[src/rtl/riscv_pkg.sv]
// riscv_pkg: shared constants and fetch FSM state encoding.
// The TRAP state exists only when FETCH_MISALIGN_TRAP_EN is defined.
package riscv_pkg;

    localparam int          INST_W           = 32;
    localparam logic [31:0] PC_INC           = 32'h4;
    localparam logic [31:0] DEFAULT_RESET_PC = 32'h0000_0000;

    // Fetch FSM state type and its encodings
    typedef logic [1:0] fetch_state_t;

    localparam fetch_state_t ST_RUN   = 2'd0;
    localparam fetch_state_t ST_DRAIN = 2'd1;
`ifdef FETCH_MISALIGN_TRAP_EN
    localparam fetch_state_t ST_TRAP  = 2'd2;
`endif

endpackage

[src/rtl/fetch_queue.sv]
// fetch_queue: synchronous FIFO holding {instruction, pc} pairs for decode.
// Push while full is accepted only together with a pop; flush empties it.
module fetch_queue #(
    parameter int DEPTH = 2,
    parameter int W     = 64
) (
    input  logic                       clk_i,
    input  logic                       rst_i,
    input  logic                       flush_i,
    input  logic                       push_i,
    input  logic [W-1:0]               wdata_i,
    input  logic                       pop_i,
    output logic [W-1:0]               rdata_o,
    output logic                       full_o,
    output logic                       empty_o,
    output logic [$clog2(DEPTH+1)-1:0] count_o
);
    localparam int            AW       = (DEPTH > 1) ? $clog2(DEPTH) : 1;
    localparam int            CW       = $clog2(DEPTH + 1);
    localparam logic [AW-1:0] LAST_IDX = AW'(DEPTH - 1);
    localparam logic [CW-1:0] FULL_CNT = CW'(DEPTH);

    logic [W-1:0]  mem_q [DEPTH];
    logic [AW-1:0] rd_ptr_q, rd_ptr_d;
    logic [AW-1:0] wr_ptr_q, wr_ptr_d;
    logic [CW-1:0] cnt_q, cnt_d;
    logic          do_push, do_pop;

    assign full_o  = (cnt_q == FULL_CNT);
    assign empty_o = (cnt_q == '0);
    assign count_o = cnt_q;
    assign rdata_o = mem_q[rd_ptr_q];
    assign do_pop  = pop_i && !empty_o;
    assign do_push = push_i && (!full_o || do_pop);

    // Next pointers and occupancy; flush overrides push and pop
    always_comb begin
        rd_ptr_d = rd_ptr_q;
        wr_ptr_d = wr_ptr_q;
        cnt_d    = cnt_q;
        if (flush_i) begin
            rd_ptr_d = '0;
            wr_ptr_d = '0;
            cnt_d    = '0;
        end else begin
            if (do_pop) begin
                rd_ptr_d = (rd_ptr_q == LAST_IDX) ? '0 : rd_ptr_q + AW'(1);
            end
            if (do_push) begin
                wr_ptr_d = (wr_ptr_q == LAST_IDX) ? '0 : wr_ptr_q + AW'(1);
            end
            cnt_d = cnt_q + CW'(do_push) - CW'(do_pop);
        end
    end

    // Pointer and count registers
    always_ff @(posedge clk_i or posedge rst_i) begin
        if (rst_i) begin
            rd_ptr_q <= '0;
            wr_ptr_q <= '0;
            cnt_q    <= '0;
        end else begin
            rd_ptr_q <= rd_ptr_d;
            wr_ptr_q <= wr_ptr_d;
            cnt_q    <= cnt_d;
        end
    end

    // Storage; contents need no reset because count gates visibility
    always_ff @(posedge clk_i) begin
        if (do_push) begin
            mem_q[wr_ptr_q] <= wdata_i;
        end
    end

endmodule

[src/rtl/instr_fetch.sv]
// instr_fetch: issues sequential instruction-memory requests, tags in-order
// responses with their pc and queues them for decode. Redirects flush the
// queue and discard responses to requests already in flight (DRAIN).
// Build option FETCH_MISALIGN_TRAP_EN: a misaligned redirect enters a sticky
// TRAP state and raises misalign_trap; without it the target low bits are cleared.
//
// Handshakes: a transfer happens in a cycle where valid && ready are both high;
// a raised valid keeps its payload stable until it is taken (or a redirect
// replaces it). The memory response channel has no ready: it is always taken.
module instr_fetch
    import riscv_pkg::*;
#(
    parameter logic [31:0] RESET_PC = DEFAULT_RESET_PC,
    parameter int          QDEPTH   = 2
) (
    input  logic              clk,
    input  logic              rst,
    input  logic              redirect_valid,
    input  logic [31:0]       redirect_pc,
    output logic              imem_req_valid,
    input  logic              imem_req_ready,
    output logic [31:0]       imem_req_addr,
    input  logic              imem_resp_valid,
    input  logic [INST_W-1:0] imem_resp_data,
    output logic              inst_valid,
    input  logic              inst_ready,
    output logic [INST_W-1:0] inst_data,
    output logic [31:0]       inst_pc,
`ifdef FETCH_MISALIGN_TRAP_EN
    output logic              misalign_trap,
`endif
    output fetch_state_t      dbg_state_o
);
    localparam int           CW       = $clog2(QDEPTH + 1);
    localparam int           CW1      = CW + 1;
    localparam logic [CW:0]  QDEPTH_W = CW1'(QDEPTH);

    fetch_state_t        state_q, state_d;
    logic [31:0]         fetch_pc_q, fetch_pc_d;
    logic [31:0]         resp_pc_q, resp_pc_d;
    logic [CW-1:0]       inflight_q, inflight_d;
    logic [CW-1:0]       drop_cnt_q, drop_cnt_d;

    logic                req_fire, resp_fire, redirect_act;
    logic [31:0]         redirect_tgt;
    logic [CW:0]         occupancy;
    logic                q_push, q_pop, q_flush, q_full, q_empty;
    logic [CW-1:0]       q_count;
    logic [2*INST_W-1:0] q_rdata;

`ifdef FETCH_MISALIGN_TRAP_EN
    logic trap_q, trap_d;
    logic redirect_bad;
    assign redirect_act  = redirect_valid && (state_q != ST_TRAP);
    assign redirect_bad  = (redirect_pc[1:0] != 2'b00);
    assign redirect_tgt  = redirect_pc;
    assign misalign_trap = trap_q;
`else
    assign redirect_act  = redirect_valid;
    assign redirect_tgt  = redirect_pc & ~32'h3;
`endif

    // Queued plus in-flight never exceeds QDEPTH, so every response has a slot
    assign occupancy      = {1'b0, q_count} + {1'b0, inflight_q};
    assign imem_req_valid = !rst && (state_q == ST_RUN) && (occupancy < QDEPTH_W);
    assign imem_req_addr  = fetch_pc_q;
    assign req_fire       = imem_req_valid && imem_req_ready;
    // A response with nothing outstanding is a protocol error and is ignored
    assign resp_fire      = imem_resp_valid && (inflight_q != '0);
    assign inflight_d     = inflight_q + CW'(req_fire) - CW'(resp_fire);

    assign inst_valid  = !q_empty;
    assign inst_data   = q_empty ? '0 : q_rdata[2*INST_W-1:INST_W];
    assign inst_pc     = q_empty ? '0 : q_rdata[31:0];
    // A redirect flushes the queue, so it wins over a same-cycle pop
    assign q_pop       = inst_valid && inst_ready && !redirect_act;
    assign dbg_state_o = state_q;

    // Next-state logic: redirects, response tagging, stale-response draining
    always_comb begin
        state_d    = state_q;
        fetch_pc_d = fetch_pc_q;
        resp_pc_d  = resp_pc_q;
        drop_cnt_d = drop_cnt_q;
        q_push     = 1'b0;
        q_flush    = 1'b0;
`ifdef FETCH_MISALIGN_TRAP_EN
        trap_d     = trap_q;
`endif
        if (req_fire) begin
            fetch_pc_d = fetch_pc_q + PC_INC;
        end
        if (redirect_act) begin
            // Everything still in flight (incl. a request taken this cycle,
            // minus a response arriving this cycle) is now stale.
            q_flush    = 1'b1;
            drop_cnt_d = inflight_d;
            fetch_pc_d = redirect_tgt;
            resp_pc_d  = redirect_tgt;
            state_d    = (inflight_d != '0) ? ST_DRAIN : ST_RUN;
`ifdef FETCH_MISALIGN_TRAP_EN
            if (redirect_bad) begin
                state_d = ST_TRAP;
                trap_d  = 1'b1;
            end
`endif
        end else begin
            case (state_q)
                ST_RUN: begin
                    if (resp_fire && (!q_full || q_pop)) begin
                        q_push    = 1'b1;
                        resp_pc_d = resp_pc_q + PC_INC;
                    end
                end
                ST_DRAIN: begin
                    if (resp_fire && (drop_cnt_q != '0)) begin
                        drop_cnt_d = drop_cnt_q - CW'(1);
                        if (drop_cnt_q == CW'(1)) begin
                            state_d = ST_RUN;
                        end
                    end
                end
                default: begin
                    // TRAP: responses only retire the in-flight count
                end
            endcase
        end
    end

    // State registers
    always_ff @(posedge clk or posedge rst) begin
        if (rst) begin
            state_q    <= ST_RUN;
            fetch_pc_q <= RESET_PC;
            resp_pc_q  <= RESET_PC;
            inflight_q <= '0;
            drop_cnt_q <= '0;
`ifdef FETCH_MISALIGN_TRAP_EN
            trap_q     <= 1'b0;
`endif
        end else begin
            state_q    <= state_d;
            fetch_pc_q <= fetch_pc_d;
            resp_pc_q  <= resp_pc_d;
            inflight_q <= inflight_d;
            drop_cnt_q <= drop_cnt_d;
`ifdef FETCH_MISALIGN_TRAP_EN
            trap_q     <= trap_d;
`endif
        end
    end

    fetch_queue #(
        .DEPTH (QDEPTH),
        .W     (2 * INST_W)
    ) u_queue (
        .clk_i   (clk),
        .rst_i   (rst),
        .flush_i (q_flush),
        .push_i  (q_push),
        .wdata_i ({imem_resp_data, resp_pc_q}),
        .pop_i   (q_pop),
        .rdata_o (q_rdata),
        .full_o  (q_full),
        .empty_o (q_empty),
        .count_o (q_count)
    );

endmodule

[config.mk]
export PLATFORM = sky130hd
export DESIGN_NAME = instr_fetch
export DESIGN_NICKNAME = d
export VERILOG_FILES = /design/src/rtl/riscv_pkg.sv /design/src/rtl/fetch_queue.sv /design/src/rtl/instr_fetch.sv
export SDC_FILE = /design/constraint.sdc
export NUM_CORES = 1
export LEC_CHECK = 0
export BUFFER_PORTS_ARGS = -buffer_cell sky130_fd_sc_hd__buf_2
export CAP_MARGIN = 20
export CORE_MARGIN = 2
export CORE_UTILIZATION = 50
export CTS_BUF_LIST = sky130_fd_sc_hd__clkbuf_4 sky130_fd_sc_hd__clkbuf_8
export DETAILED_ROUTE_END_ITERATION = 7
export MAX_ROUTING_LAYER = met4
export PLACE_DENSITY = 0.79
export SKIP_CTS_REPAIR_TIMING = 1
export SYNTH_ARGS = -nofsm -noshare
export SYNTH_HDL_FRONTEND = slang
export SYNTH_SLANG_ARGS = --single-unit
[constraint.sdc]
create_clock -name clk -period 8.7 [get_ports clk]
set_input_delay 0.87 -clock clk [delete_from_list [all_inputs] [get_ports clk]]
set_output_delay 0.87 -clock clk [all_outputs]
set_load 0.01 [all_outputs]
==> results.toml <==
[pwr]
powerDensity_nw_per_um2 = 213
p_leak_nw = 3.89
peakVddDrop_v = 0.0000961

[sta]
setup-tns-final_ps = 0
period_share = 0.354
fin_skew_ps = 17.7
post-route-min-period_ps = 3080
tightest_slew_ps = 1110
rsz0062_at_grt = "false"
relSlewSlack = 0.259
finalSetupViolations = 0
hold_viol = 0
drv_slew = 0
max_freq_ghz = 0.325

[worst_setup_path]
critPathCaptureType = "primary output"
cp_max_fo = 63
crit_path_top_delay_cell = "dfrtp_4"
cp.arrival_ps = 2210
startpoint_type = "flop"
crit_type = "reg2out"
required_ps = 7830
crit_chain = "mux2i_1 > nor2_1 > buf_2"
slowest_delay_ps = 1160

[floorplanning]
core.rowCount = 48
core_um2 = 17100
die_x_um = 136
initial_core_util = 0.508
pin_count = 170
die_area_um2 = 18400
die_h_um = 136

[placed_design]
place_area_um2 = 9710
io_buffers = 162
place_hpwl_um = 11800
place_congestion = 0.827

[finish]
final_cell_mix = "buf_2 (162), edfxtp_1 (124), nor2_1 (72), dfrtp_1 (68), mux2i_1 (64)"
final_nets = 881
areaGrowthSynthToFinish_pct = 16.3
drive_gt1_frac = 0.317
num_antenna_cells = 0
final_area_um2 = 10100
layout_commonest_cell = "buf_2"

[logic_synthesis]
synth_ff_type = "edfxtp_1"
synthTopCellsByArea = "edfxtp_1 (43%), dfrtp_1 (20%), mux2i_1 (7.4%)"
synth-compound-area-share = 0.0349
yosys_warnings = 0
muxShareOfSynthArea = 0.128
async_flop_share = 0.358
synth_top_family_by_area = "multiplexers"
netlist_area_um2 = 8690
synth_top_area_cell = "edfxtp_1"
synth_seq_cells = 193
synth_area_per_cell_um2 = 13.5
yosys.area.top_type_share = 0.429
yosys.area_share.simple = 0.117
synthXorXnorAreaFrac = 0.0555
yosys.area_share.adder = 0.0138
synth.distinct_cells = 47
seq_area_frac_synth = 0.627
synth-edff-count = 124
syn_inst = 643

[clock_tree]
path_clk_slew_ps = 90
cts_tree = "yes"
clock_path_buffers = 2
clkLatencyLatePin_ps = 450
cts.sinks = 193
cts_root_buffer = "clkbuf_8"
cts_buffers = 17
h-tree-depth = 4

[global_routing]
grt_antenna_before_repair = 0
grt_overflow = 0
grt_pass1_vias = 5336
grt_max_degree = 70
grt_util_all_layers = 0.200
grt_pass1_wl_um = 27400

[routing]
drcViolationCount = 0
drtIter0Drc = 379
firstDrtPassIters = 4
wire_per_inst_um = 16.8
antenna_left = 0
routed_wl_um = 17400
vias_per_cell = 5.27
vias = 5480

[min_path]
min_path_type = "reg2reg"

[status]
status = "complete, no violations"

[flow_run]
drv_cap = 0
==> path summary, 6_finish.rpt <==
| kind | startpoint | end | slack (ps) | depth (start not counted) |
|---|---|---|---|---|
| min reg2reg | resp_pc_q[22] | u_queue.mem_q[1][22] | 530 | 0 |
| max | u_queue.rd_ptr_q | inst_data[21] | 5620 | 3 |
| max reg2reg | u_queue.count_o[0] | dbg_state_o[0] | 5770 | 11 |
| min in group asynchronous | rst | inflight_q[1] | 690 | 3 |
| min | resp_pc_q[22] | u_queue.mem_q[1][22] | 530 | 0 |
| max in group asynchronous | rst | u_queue.rd_ptr_q | 7370 | 3 |
==> stage by stage <==
stage	utilization	hold slack, ps	std cells	setup WS (ps)	total power, W
after floorplan	-	465	647	3740	0.00144
after global placement	0.567	492	1008	5320	0.00159
after detailed placement	0.567	503	1008	5320	0.00160
after CTS	0.590	527	1040	5550	0.00218
after global routing	0.590	550	1040	5470	0.00227
final	0.590	527	1040	5620	0.00216
==> registers in the layout (all words and copies together) (netlist names) <==
register          count
u_queue.mem_q       124
imem_req_addr        30
resp_pc_q            30
drop_cnt_q            2
inflight_q            2
u_queue.count_o       2
dbg_state_o           1
u_queue.rd_ptr_q      1
u_queue.wr_ptr_q      1
==> cell families (layout without fill, tap and decap cells) <==
family / count (synthesis) / count (layout)
DFF: 193 / 193
buffers and inverters: 45 / 213
other: 1 / 5
muxes: 106 / 106
adders and majority gates: 9 / 9
AOI/OAI and AO/OA: 40 / 40
xor gates and xnor gates: 55 / 55
and+or+nand+nor: 194 / 194
==> per-layer routing <==
metal  vias to the layer above  wire length, um  GRT usage
li1                       2662                -          -
met1                      2641             8000      0.268
met2                       164             8280      0.313
met3                        13             1000     0.0373
met4                         0              160     0.0642
met5                         -                0          -
==> layout make-up <==
cell class / count / area [um^2]
Multi-Input combinational cell: 409 / 3070
Clock buffer: 21 / 270
Sequential cell: 193 / 5450
Clock inverter: 11 / 128
Fill cell: 1446 / 7010
Tap cell: 225 / 282
Timing Repair Buffer: 168 / 856
Inverter: 13 / 48.8
==> power by group <==
group	internal (W)	leakage (nW)	switching [W]
Combinational	0.000190	1.76	0.000232
Clock	0.000276	0.206	0.000304
Sequential	0.00106	1.92	0.0000935
==> critical path: cells and delay by family (launching register included) <==
kind / cells / cell delay [ps]
flops: 1 / 1160
mux: 1 / 310
buf+inv: 1 / 170
simple gates: 1 / 60
==> synthesized netlist by cell type, drive strengths merged, types with 3 or more instances <==
cell type  number
a21boi          5
a21oi           5
a31oi           4
and2            5
and3           12
and4            4
buf            11
clkbuf         21
dfrtp          69
edfxtp        124
ha              8
inv            13
mux2           42
mux2i          64
nand2          22
nand2b          6
nand3          17
nand4          30
nor2           74
nor2b           3
nor3            7
nor4           10
o21a            5
o21ai           9
o31a            7
or3             3
xnor2          40
xor2           15
Power figures use the tool's default switching activity.
